File: src/rtl/bin_accum_pack_if.sv
// Stream bundle between the popcount consumer and its neighbours: partial sums in, packed activations out.
// Latency: none, this is wiring only.
// Backpressure: none; the producer drives i_val freely and the consumer must take o_val when it pulses.
interface bin_accum_pack_if #(
    parameter int IN_W  = 8,
    parameter int OUT_W = 64
);
    logic             i_val;
    logic [IN_W-1:0]  stream_i;
    logic             flush;
    logic             o_val;
    logic [OUT_W-1:0] stream_o;

    // Upstream side: drives partial sums and flush, observes packed words.
    modport master (
        output i_val,
        output stream_i,
        output flush,
        input  o_val,
        input  stream_o
    );

    // Accumulator/packer side.
    modport slave (
        input  i_val,
        input  stream_i,
        input  flush,
        output o_val,
        output stream_o
    );
endinterface

File: src/rtl/bin_accum_pack.sv
// Accumulates N_CHUNKS signed partial sums per neuron, thresholds each neuron and packs the bits into OUT_W-bit words.
// Latency: o_val pulses the cycle after the edge that completes a word or takes a flush with bits pending.
// Backpressure: none; i_val may gap arbitrarily, state holds while idle, and the output is a one-cycle pulse.
module bin_accum_pack #(
    parameter int                       IN_W      = 8,
    parameter int                       ACC_W     = 16,
    parameter int                       N_CHUNKS  = 4,
    parameter int                       OUT_W     = 64,
    parameter logic signed [ACC_W-1:0]  THRESHOLD = '0
) (
    input  logic                 clk,
    input  logic                 rst,
    bin_accum_pack_if.slave      bus
);
    localparam int CW = (N_CHUNKS > 1) ? $clog2(N_CHUNKS) : 1;
    localparam int BW = $clog2(OUT_W);
    localparam logic [CW-1:0] LAST_CHUNK = CW'(N_CHUNKS - 1);
    localparam logic [BW-1:0] LAST_BIT   = BW'(OUT_W - 1);

    // The accumulator must hold N_CHUNKS worst-case partial sums without wrapping.
    generate
        if (ACC_W < IN_W + $clog2(N_CHUNKS) + 1) begin : g_acc_w_chk
            $error("bin_accum_pack: ACC_W too narrow for IN_W and N_CHUNKS");
        end
    endgenerate

    logic [CW-1:0]           chunk_cnt_q, chunk_cnt_d;
    logic [BW-1:0]           bit_cnt_q,   bit_cnt_d;
    logic signed [ACC_W-1:0] acc_q,       acc_d;
    logic [OUT_W-1:0]        pack_q,      pack_d;
    logic                    o_val_q,     o_val_d;
    logic [OUT_W-1:0]        stream_o_q,  stream_o_d;

    logic signed [ACC_W-1:0] sum;
    logic                    neuron_done;
    logic                    word_done;
    logic                    act_bit;
    logic [OUT_W-1:0]        pack_upd;

    // Next-state: accumulate the incoming chunk, pack a finished neuron, then let flush override.
    always_comb begin
        // First chunk of a neuron restarts from zero so no explicit acc clear is needed on completion.
        sum         = ((chunk_cnt_q == '0) ? '0 : acc_q)
                      + {{(ACC_W - IN_W){bus.stream_i[IN_W-1]}}, bus.stream_i};
        neuron_done = bus.i_val && (chunk_cnt_q == LAST_CHUNK);
        word_done   = neuron_done && (bit_cnt_q == LAST_BIT);
        act_bit     = (sum >= THRESHOLD);

        pack_upd = pack_q;
        if (neuron_done) begin
            pack_upd[bit_cnt_q] = act_bit;
        end

        chunk_cnt_d = chunk_cnt_q;
        bit_cnt_d   = bit_cnt_q;
        acc_d       = acc_q;
        pack_d      = pack_q;
        o_val_d     = 1'b0;
        stream_o_d  = stream_o_q;

        if (bus.i_val) begin
            acc_d       = sum;
            chunk_cnt_d = neuron_done ? '0 : chunk_cnt_q + CW'(1);
        end

        if (word_done) begin
            o_val_d    = 1'b1;
            stream_o_d = pack_upd;
            pack_d     = '0;
            bit_cnt_d  = '0;
        end else if (neuron_done) begin
            pack_d    = pack_upd;
            bit_cnt_d = bit_cnt_q + BW'(1);
        end

        // A flush on the word-completing cycle has already been covered by the emission above,
        // so only emit here when bits remain that were not just sent.
        if (bus.flush) begin
            chunk_cnt_d = '0;
            acc_d       = '0;
            if (!word_done && (neuron_done || (bit_cnt_q != '0))) begin
                o_val_d    = 1'b1;
                stream_o_d = pack_upd;
                pack_d     = '0;
                bit_cnt_d  = '0;
            end
        end
    end

    // State registers with synchronous reset discarding any partial neuron or word.
    always_ff @(posedge clk) begin
        if (rst) begin
            chunk_cnt_q <= '0;
            bit_cnt_q   <= '0;
            acc_q       <= '0;
            pack_q      <= '0;
            o_val_q     <= 1'b0;
            stream_o_q  <= '0;
        end else begin
            chunk_cnt_q <= chunk_cnt_d;
            bit_cnt_q   <= bit_cnt_d;
            acc_q       <= acc_d;
            pack_q      <= pack_d;
            o_val_q     <= o_val_d;
            stream_o_q  <= stream_o_d;
        end
    end

    assign bus.o_val    = o_val_q;
    assign bus.stream_o = stream_o_q;
endmodule

File: src/flat_wrapper.sv
// flat-port wrapper written by rule: the top's interface ports become plain ports
module bin_accum_pack_flat 
#(
    parameter int                       IN_W      = 8,
    parameter int                       ACC_W     = 16,
    parameter int                       N_CHUNKS  = 4,
    parameter int                       OUT_W     = 64,
    parameter logic signed [ACC_W-1:0]  THRESHOLD = '0
)
  (clk, rst, bus_i_val, bus_stream_i, bus_flush, bus_o_val, bus_stream_o);
  bin_accum_pack_if #(.IN_W(IN_W), .OUT_W(OUT_W)) bus_i ();
  input  logic clk;
  input  logic rst;
  input wire logic [$bits(bus_i.i_val)-1:0] bus_i_val;
  input wire logic [$bits(bus_i.stream_i)-1:0] bus_stream_i;
  input wire logic [$bits(bus_i.flush)-1:0] bus_flush;
  output wire logic [$bits(bus_i.o_val)-1:0] bus_o_val;
  output wire logic [$bits(bus_i.stream_o)-1:0] bus_stream_o;
  assign bus_i.i_val = bus_i_val;
  assign bus_i.stream_i = bus_stream_i;
  assign bus_i.flush = bus_flush;
  assign bus_o_val = bus_i.o_val;
  assign bus_stream_o = bus_i.stream_o;
  bin_accum_pack #(.IN_W(IN_W), .ACC_W(ACC_W), .N_CHUNKS(N_CHUNKS), .OUT_W(OUT_W), .THRESHOLD(THRESHOLD)) u_core (.clk(clk), .rst(rst), .bus(bus_i));
endmodule
File: config.mk
export PLATFORM = sky130hd
export DESIGN_NAME = bin_accum_pack_flat
export DESIGN_NICKNAME = d
export VERILOG_FILES = /design/src/rtl/bin_accum_pack_if.sv /design/src/rtl/bin_accum_pack.sv /design/src/flat_wrapper.sv
export SDC_FILE = /design/constraint.sdc
export NUM_CORES = 1
export LEC_CHECK = 0
export ABC_AREA = 1
export CAP_MARGIN = 20
export CORE_UTILIZATION = 25
export CTS_CLUSTER_DIAMETER = 60
export CTS_CLUSTER_SIZE = 24
export DETAILED_ROUTE_END_ITERATION = 12
export GPL_ROUTABILITY_DRIVEN = 0
export GPL_TIMING_DRIVEN = 0
export PLACE_DENSITY_LB_ADDON = 0.25
export SLEW_MARGIN = 20
export SYNTH_ARGS = -nofsm -noshare
export SYNTH_HDL_FRONTEND = slang
export SYNTH_SLANG_ARGS = --single-unit
File: constraint.sdc
create_clock -name clk -period 3.4 [get_ports clk]
set_input_delay 1.02 -clock clk [delete_from_list [all_inputs] [get_ports clk]]
set_output_delay 1.02 -clock clk [all_outputs]
set_load 0.1 [all_outputs]
==> flow_summary.rst <==
.. list-table::
   :header-rows: 1

   * - Metric
     - Value
   * - Worst-path cell chain
     - clkdlybuf4s50_1
   * - Number of placement rows
     - 61
   * - Least setup slack across all paths after layout
     - 397 ps
   * - Final Critical Period
     - 3000 ps
   * - # IOs
     - 77
   * - Area share of the largest cell type after synthesis
     - 0.429
   * - Layout Area Growth over Synthesis
     - 26.5%
   * - Worst slack at placement
     - -321 ps
   * - Cell type with the highest aggregate area in the netlist
     - sky130_fd_sc_hd__dfxtp_1
   * - Number of buffer and inverter stages on the critical path
     - 1
   * - First-pass DRT Iterations
     - 4
   * - Chip width
     - 171 µm
   * - Post-route setup TNS
     - 0 ps
   * - Clock Latency Late Sink
     - 430 ps
   * - Syn_area_per_cell
     - 6.93 µm²
   * - Final-report hold violation count
     - 0
   * - Largest buffer count on any clock path
     - 2
   * - Crit path max fanout
     - 2
   * - Warnings from Yosys
     - 0
   * - Hold WC Path Type
     - register to register
   * - Post-synthesis instance area
     - 0.00714 mm²
   * - Share of synthesized registers carrying an async set or reset
     - 0
   * - Wirelength per Cell
     - 12.8 µm
   * - Most used DFF post-synth
     - sky130_fd_sc_hd__dfxtp_1
   * - All-Layer GR Usage
     - 0.138
   * - Share of final-layout standard cells stronger than drive strength 1
     - 0.119
   * - Worst Reg2Reg Path Length in Cells
     - 16
   * - Total setup buffers inserted after CTS
     - 0
   * - Max Clk Rate
     - 333 MHz
   * - DRC viols
     - 0
   * - Count of different cell masters after synthesis
     - 31
   * - Crit path max-delay cell type
     - sky130_fd_sc_hd__clkdlybuf4s50_1
   * - Total setup violations reported at the end of the flow
     - 0
   * - Vias per Instance
     - 4.34
   * - Crit. End Element
     - output port
   * - Sum of net half-perimeters after detailed placement
     - 13800 µm
   * - Post-synthesis cell count
     - 1030
   * - Kind of cell adding the most delay to the critical path
     - buffers and inverters
   * - Clock root buffer
     - sky130_fd_sc_hd__clkbuf_16
   * - CP max stage delay
     - 1170 ps
   * - Post-CTS clock slew at the launch and capture registers of the worst setup and hold paths
     - 60 ps
   * - Worst setup skew after layout
     - 20.2 ps
   * - Vertical extent of the die
     - 171 µm
   * - Initial antenna violation count
     - 0
   * - Total stage count of the critical path
     - 1
   * - Leakage power
     - 4.14 nW
   * - Worst Setup Path Type
     - register to output port
   * - Total via count after detailed routing
     - 6585
   * - Placeable Area
     - 0.0279 mm²
   * - Maximum resistive drop on vdd
     - 0.280 mV
   * - Pin count of the biggest net entering global routing
     - 17
   * - Setup repair after global routing missed its margin
     - no
   * - Remaining number of nets flagged by the antenna check after routing
     - 0
   * - Max-cap viol count
     - 0
   * - First-pass GRT wire length
     - 31700 µm
   * - Final wirelength
     - 19400 µm
   * - Count of flip-flops with a built-in enable after synthesis
     - 0
   * - Result of the run
     - complete, no violations
   * - Critical path launch point type
     - register
   * - Share of the clock period used by the worst path after layout
     - 0.883
   * - Global route overflow
     - 0
   * - Total number of clock tree sinks
     - 153
   * - Arrival @ worst endpoint
     - 1980 ps
   * - NumNets Final
     - 1157
   * - Violation count after the first detailed-routing iteration
     - 367
   * - TritonCTS clock tree
     - built
   * - Hold path cells
     - 2
   * - Final max-slew violation count
     - 0
   * - Proportion of synthesized chip area in sequential cells
     - 0.429
   * - Flop2flop setup slack
     - 400 ps
   * - CTS Buf Count
     - 17
   * - Power per cell area
     - 455 mW/mm²
   * - Most common cell after layout, fill and taps aside
     - sky130_fd_sc_hd__nand2_1
   * - Mapped Nets
     - 1062
   * - Data required time of the worst path
     - 2380 ps
   * - Worst slew pin tran
     - 1030 ps
   * - Initial standard-cell utilization of the core
     - 0.255
   * - Register bit total from synthesis
     - 153
   * - Top cells by area, synth
     - sky130_fd_sc_hd__dfxtp_1 43%, sky130_fd_sc_hd__nand2_1 14%, sky130_fd_sc_hd__nand3_1 11%
   * - Via count of the first global-routing pass
     - 6209
   * - Leading cell types in the layout, fill and taps excluded
     - 275 x sky130_fd_sc_hd__nand2_1, 166 x sky130_fd_sc_hd__nor2_1, 156 x sky130_fd_sc_hd__nand3_1
   * - Worst slew margin
     - 0.313
   * - Area of the die
     - 0.0292 mm²
   * - Fill cell total of the finished layout
     - 3116
   * - # H-tree levels
     - 4
   * - Number of antenna cells inserted
     - 0
   * - Port bufs
     - 76
cells in the mapped netlist (5+ instances only):
cell                       instances
sky130_fd_sc_hd__nand2_1         275
sky130_fd_sc_hd__buf_4            17
sky130_fd_sc_hd__ha_1             19
sky130_fd_sc_hd__nor3_1            6
sky130_fd_sc_hd__xor2_1            6
sky130_fd_sc_hd__a21oi_1          29
sky130_fd_sc_hd__or2_2            65
sky130_fd_sc_hd__buf_2             9
sky130_fd_sc_hd__inv_1            76
sky130_fd_sc_hd__o21ai_0          14
sky130_fd_sc_hd__nand4_1           5
sky130_fd_sc_hd__nand3_1         156
sky130_fd_sc_hd__nor2_1          166
sky130_fd_sc_hd__clkbuf_1         13
sky130_fd_sc_hd__dfxtp_1         153
registers in the layout (all words and copies together) (netlist names):
register	flops
u_core.bus.stream_o	64
u_core.pack_q	64
u_core.bit_cnt_q	6
u_core.bus.o_val	1
u_core.chunk_cnt_q	2
u_core.acc_q	16
cell families (layout without fill, tap and decap cells):
| group | Yosys count | after routing | synth area share |
|---|---|---|---|
| compound gates | 49 | 49 | 0.0366 |
| xor+xnor | 7 | 7 | 0.00859 |
| fa+ha+maj | 20 | 20 | 0.0361 |
| buf+inv | 120 | 228 | 0.0740 |
| flops | 153 | 153 | 0.429 |
| simple gates | 681 | 681 | 0.415 |
final timing paths:
| path | from | to |
|---|---|---|
| max | u_core.bus.stream_o[38]$_SDFF_PP0_ | bus_stream_o[38] |
| max reg2reg | u_core.chunk_cnt_q[0]$_SDFFE_PP0P_ | u_core.bus.stream_o[25]$_SDFF_PP0_ |
| min | u_core.bus.stream_o[48]$_SDFF_PP0_ | u_core.bus.stream_o[48]$_SDFF_PP0_ |
| min reg2reg | u_core.bus.stream_o[48]$_SDFF_PP0_ | u_core.bus.stream_o[48]$_SDFF_PP0_ |
metrics by stage:
step	util	hold slack (ps)	area [µm²]	cells	power [W]
2_1_floorplan	-	434	7140	1030	0.00197
3_3_place_gp	0.300	441	8370	1484	0.00204
3_5_place_dp	0.300	440	8370	1484	0.00204
4_1_cts	0.323	453	9020	1516	0.00416
5_1_grt	0.323	466	9030	1516	0.00425
6_report	0.323	448	9030	1516	0.00411
worst register-to-register path: stages (launching register included):
cell and delay [ps]:
sky130_fd_sc_hd__dfxtp_1 330, sky130_fd_sc_hd__inv_1 80, sky130_fd_sc_hd__ha_1 310, sky130_fd_sc_hd__clkbuf_2 320, sky130_fd_sc_hd__nor2_1 90, sky130_fd_sc_hd__ha_1 360, sky130_fd_sc_hd__nand2_1 110, sky130_fd_sc_hd__inv_1 90
sky130_fd_sc_hd__nand2_1 70, sky130_fd_sc_hd__nor3_1 130, sky130_fd_sc_hd__nand2_1 100, sky130_fd_sc_hd__nand3_1 120, sky130_fd_sc_hd__buf_4 210, sky130_fd_sc_hd__buf_2 260, sky130_fd_sc_hd__nand3_1 120, sky130_fd_sc_hd__nand3_1 110
sky130_fd_sc_hd__nand2_1 70
repair_timing:
item	in CTS	in global routing
hold buffers	0	0
gates resized for setup	0	5
endpoints found under the setup margin	0	116
routing by layer:
metal / up-vias / wire length, µm / GRT usage
met5: - / 0 / 0
met4: 0 / 183 / 0.0353
met3: 15 / 779 / 0.0326
met2: 94 / 9170 / 0.234
met1: 3023 / 9300 / 0.176
li1: 3453 / - / -
power breakdown:
part / internal, W / switching (W) / total [W]
registers: 0.00180 / 0.00000302 / 0.00180
clock network: 0.00129 / 0.000815 / 0.00211
logic: 0.0000618 / 0.000134 / 0.000196
area by class of cell:
type,count,area [µm²],share of cell area
well taps,378,473,0.0524
flip-flops and latches,153,3060,0.339
clock buffers,19,453,0.0502
repair buffers,76,763,0.0845
plain buffers,41,231,0.0256
inverters,79,299,0.0331
multi-input cells,757,3540,0.393
clock inverters,13,203,0.0224
Note: power is estimated with default switching activity, not from simulation.
==> edit 1: new RTL, same settings <==
`N_CHUNKS` is set to 4 in 2 places; all go to 2.
--- a/src/rtl/bin_accum_pack.sv
+++ b/src/rtl/bin_accum_pack.sv
@@ -4,7 +4,7 @@
 module bin_accum_pack #(
     parameter int                       IN_W      = 8,
     parameter int                       ACC_W     = 16,
-    parameter int                       N_CHUNKS  = 4,
+    parameter int                       N_CHUNKS  = 2,
     parameter int                       OUT_W     = 64,
     parameter logic signed [ACC_W-1:0]  THRESHOLD = '0
 ) (
--- a/src/flat_wrapper.sv
+++ b/src/flat_wrapper.sv
@@ -3,7 +3,7 @@
 #(
     parameter int                       IN_W      = 8,
     parameter int                       ACC_W     = 16,
-    parameter int                       N_CHUNKS  = 4,
+    parameter int                       N_CHUNKS  = 2,
     parameter int                       OUT_W     = 64,
     parameter logic signed [ACC_W-1:0]  THRESHOLD = '0
 )
Behaviour: not the same (a bounded check fails within 4 cycles, from zero or initial values and one cycle with rst high).
==> edit 1 against the unedited design <==
Setup slack worse by 0.24 ns; maximum frequency decreased by 7.5%; sequential cell count shrank 1; design area down 0.43%; count of clock-buffer cells in the layout shrank 1; total power fell by 1.6%; wire length rose by 0.89%; synthesized area rose by 0.18%; die area up 0.17%; critical path type is now in2reg.
==> edit 1: results (changes against the unedited design) <==
[cells_and_area]
final_layout_size_suffix_gt1_share_pct=12.3  ; +0.45 points
nNetsFinal=1154  ; -0.26%
fillers=3092  ; -0.77%
finalInstanceArea_mm2=0.00899  ; -0.43%
stdcell_count=1515  ; -0.066%

[timing]
clock-skew-final_ns=0.0150  ; -0.00518 ns
hold-worst-slack_ns=0.448  ; +0.000484 ns
worst_pin_slew_ns=1.04  ; +0.00976 ns

[pwr]
powerClk_mw=2.02  ; -4%
vdd_ir_drop_max_uv=318  ; +14%
leakage_nw=4.23  ; +2.2%
power_density_mw_per_mm2=450  ; -1.2%
combPwrFrac_pct=5.5  ; +0.7 points

[grt]
grt_pass1_vias=6195  ; -0.23%
grt_pass1_wl_um=31500  ; -0.57%
grtUsageMet2_pct=22.5  ; -0.94 points
grtUsageMet1_pct=17.9  ; +0.29 points
grt_use_total_pct=14.0  ; +0.16 points
met3_usage_pct=3.84  ; +0.58 points

[placed_design]
dpl.hpwl_um=13900  ; +0.69%
io_buffers=75  ; -1.3%
place_ws_ns=-0.342  ; -0.0214 ns

[detailed_routing]
routedWlPerCell_um=12.9  ; +0.95%
viasPerCell=4.29  ; -1.2%
top_layer=met4
route.met2.wl_um=8770  ; -4.4%
dr_wl_met3_um=905  ; +16%
wl_met1_um=9600  ; +3.3%

[worst_setup_path]
cp-startpoint=bus_stream_i[7]
r2r-end=u_core.bus.stream_o[24]$_SDFF_PP0_
worstSetupEndpoint=u_core.bus.stream_o[24]$_SDFF_PP0_
arrival_ns=3.57  ; +1.59 ns
r2r-start=u_core.chunk_cnt_q$_SDFFE_PP0P_
r2r_cells=15  ; -1
crit_fanout=10  ; +8
reg2reg_slack_ns=0.44  ; +0.04 ns

[hold_path]
hold_class=reg2reg
hp-start=u_core.bus.stream_o[44]$_SDFF_PP0_
hold_end=u_core.bus.stream_o[44]$_SDFF_PP0_

[synth]
synth_common_cells=nand2_1 (289), nor2_1 (166), dfxtp_1 (152), nand3_1 (152), inv_1 (72)
synth_area_leaders=dfxtp_1 (43%), nand2_1 (15%), nand3_1 (11%)
ys_types=34  ; +9.7%
synth.avg_cell_area_um2=6.94  ; +0.18%
synth_nets=1060  ; -0.19%
ys_seq_area_share_pct=42.6  ; -0.36 points

[run_status]
status=finished, final reports clean

[clock_network]
numCtsBuffers=17  ; unchanged

[edit 1: cell count changes after synthesis, moves of 2 or more]
cell	before	now
ha_1	19	17
buf_1	2	0
o21ai_0	14	16
inv_2	2	4
buf_4	17	23
nand3_1	156	152
inv_1	76	72
buf_2	9	5
nand2_1	275	289
a21oi_1	29	17
nor3b_1	0	2
a21o_1	2	0
[edit 1: cell families (layout without fill, tap and decap cells)]
| group | count (synthesis) | count (layout) | synth area share [%] |
|---|---|---|---|
| buf+inv | 120 | 227 | 7.72 |
| flops | 152 | 152 | 42.6 |
| fa+ha+maj | 18 | 18 | 3.26 |
| xor+xnor | 7 | 7 | 0.858 |
| compound gates | 40 | 40 | 3.20 |
| simple gates | 693 | 693 | 42.4 |
[edit 1: area by class of cell]
cell class / count / share of cell area [%]
clock inverter: 14 / 2.09
buffer: 43 / 2.94
clock buffer: 18 / 4.77
inverter: 77 / 3.23
multi-input combinational: 758 / 39.5
timing repair buffer: 75 / 8.35
sequential: 152 / 33.8
tap: 378 / 5.26
==> edit 2: new RTL, same settings <==
Made on the original files. Make the reset (`rst`) asynchronous in one clocked block. Comments in the files are not updated.
--- a/src/rtl/bin_accum_pack.sv
+++ b/src/rtl/bin_accum_pack.sv
@@ -88,7 +88,7 @@
     end
 
     // State registers with synchronous reset discarding any partial neuron or word.
-    always_ff @(posedge clk) begin
+    always_ff @(posedge clk or posedge rst) begin
         if (rst) begin
             chunk_cnt_q <= '0;
             bit_cnt_q   <= '0;
Function: changed (a bounded check fails within 10 cycles, from zero or initial values and one cycle with rst high; the reset may be asserted at any time).
==> edit 2 against the unedited design <==
Sequential share of layout area rose by 4.1 points; first-iteration DRC count rose by 45%; largest cell class is now flip-flops and latches; design area rose by 11%; sequential cell count did not move; synthesized cell count fell by 2.3%; critical endpoint is now u_core.bus.stream_o[62]$_DFF_PP0_; setup slack got worse by 0.15 ns; synthesized area rose by 13%; maximum frequency fell by 4.9%; wire length rose by 9.7%; critical path type is now in2reg.
Power is not compared: it rests on default switching activity, and its combinational part moved more than twofold at a synthesized area within 25%.
==> edit 2: results (changes against the unedited design) <==
[placed_design]
io_buffers=76  ; unchanged
dpl.hpwl_um=14900  ; +8.0%

[timing]
clock-skew-final_ns=0.00978  ; -0.0104 ns
worst_pin_slew_ns=1.01  ; -0.0223 ns

[grt]
met3_usage_pct=2.73  ; -0.53 points
grt_max_degree=32  ; +15
grtUsageMet1_pct=18.6  ; +1.0 points
grt_pass1_wl_um=35000  ; +11%
antenna_found_initial=0  ; unchanged
grt_use_total_pct=13.6  ; -0.27 points
grtUsageMet2_pct=21.5  ; -1.9 points

[synth]
ys_types=31  ; unchanged
synth-main-ff-cell=dfrtp_1
synth_xor_area_share_pct=0.974  ; +0.11 points
synth.avg_cell_area_um2=8.05  ; +16%
ys_seq_area_share_pct=47.3  ; +4.4 points
async_reset_ff_share_pct=100  ; +100 points
synth-compound-area-share_pct=2.63  ; -1.0 points
synth_area_leaders=dfrtp_1 (47%), nand2_1 (13%), nor2_1 (8.2%)
synth_common_cells=nand2_1 (274), nor2_1 (176), dfrtp_1 (153)
synth_nets=1038  ; -2.3%
synth_adder_area_share_pct=3.18  ; -0.43 points

[detailed_routing]
drt_iter0_markers=532  ; +45%
routedWlPerCell_um=14.0  ; +9.3%
vias=6611  ; +0.39%
dr_wl_met3_um=700  ; -10%
route.met2.wl_um=9600  ; +4.7%
dr.pass1.iters=5  ; +1
wl_met1_um=10800  ; +16%

[worst_setup_path]
arrival_ns=3.47  ; +1.49 ns
reg2reg_slack_ns=0.32  ; -0.08 ns
crit_fanout=10  ; +8

[cells_and_area]
final_layout_size_suffix_gt1_share_pct=17.6  ; +5.7 points
nNetsFinal=1138  ; -1.6%

[run_status]
status=finished, final reports clean

[pwr]
leakage_nw=4.99

## edit 2: worst paths after layout
path	startpoint	endpoint	cells after the start
hold / removal	u_core.bus.stream_o[11]$_DFF_PP0_	u_core.bus.stream_o[11]$_DFF_PP0_	2
setup reg to reg	u_core.chunk_cnt_q[0]$_DFFE_PP0P_	u_core.bus.stream_o[62]$_DFF_PP0_	16
max in group asynchronous	rst	u_core.bus.stream_o[51]$_DFF_PP0_	5
min in group asynchronous	rst	u_core.bus.stream_o[20]$_DFF_PP0_	2
hold reg to reg	u_core.bus.stream_o[11]$_DFF_PP0_	u_core.bus.stream_o[11]$_DFF_PP0_	2
setup / recovery	bus_stream_i[7]	u_core.bus.stream_o[62]$_DFF_PP0_	12
## edit 2: cell type report
class	count	area [um2]
clock buffers	20	447
inverters	69	264
multi-input cells	744	3730
clock inverters	12	150
flip-flops and latches	153	3830
plain buffers	40	278
fillers	3392	21700
repair buffers	81	861
well taps	402	503
## edit 2: metrics by stage
| stage | setup WS (ns) | power (mW) | TNS, ns | hold WS [ns] |
|---|---|---|---|---|
| 2_1_floorplan | 0.449 | 2.41 | 0 | 0.449 |
| 3_3_place_gp | -1.19 | 2.62 | -197.01 | 0.463 |
| 3_5_place_dp | -0.242 | 2.64 | -19.22 | 0.464 |
| 4_1_cts | 0.115 | 4.63 | 0 | 0.483 |
| 5_1_grt | 0.0341 | 4.77 | 0 | 0.499 |
| 6_report | 0.243 | 4.55 | 0 | 0.477 |
## edit 2: critical path: stages
cell and delay (ns):
clkdlybuf4s50_1 0.74, ha_1 0.35, a21oi_1 0.21, nand2_1 0.09, a21oi_1 0.23, nand2_1 0.08, nand2_1 0.10, buf_6 0.18
buf_6 0.19, nand3_2 0.08, nand3_1 0.13, nand2_1 0.07
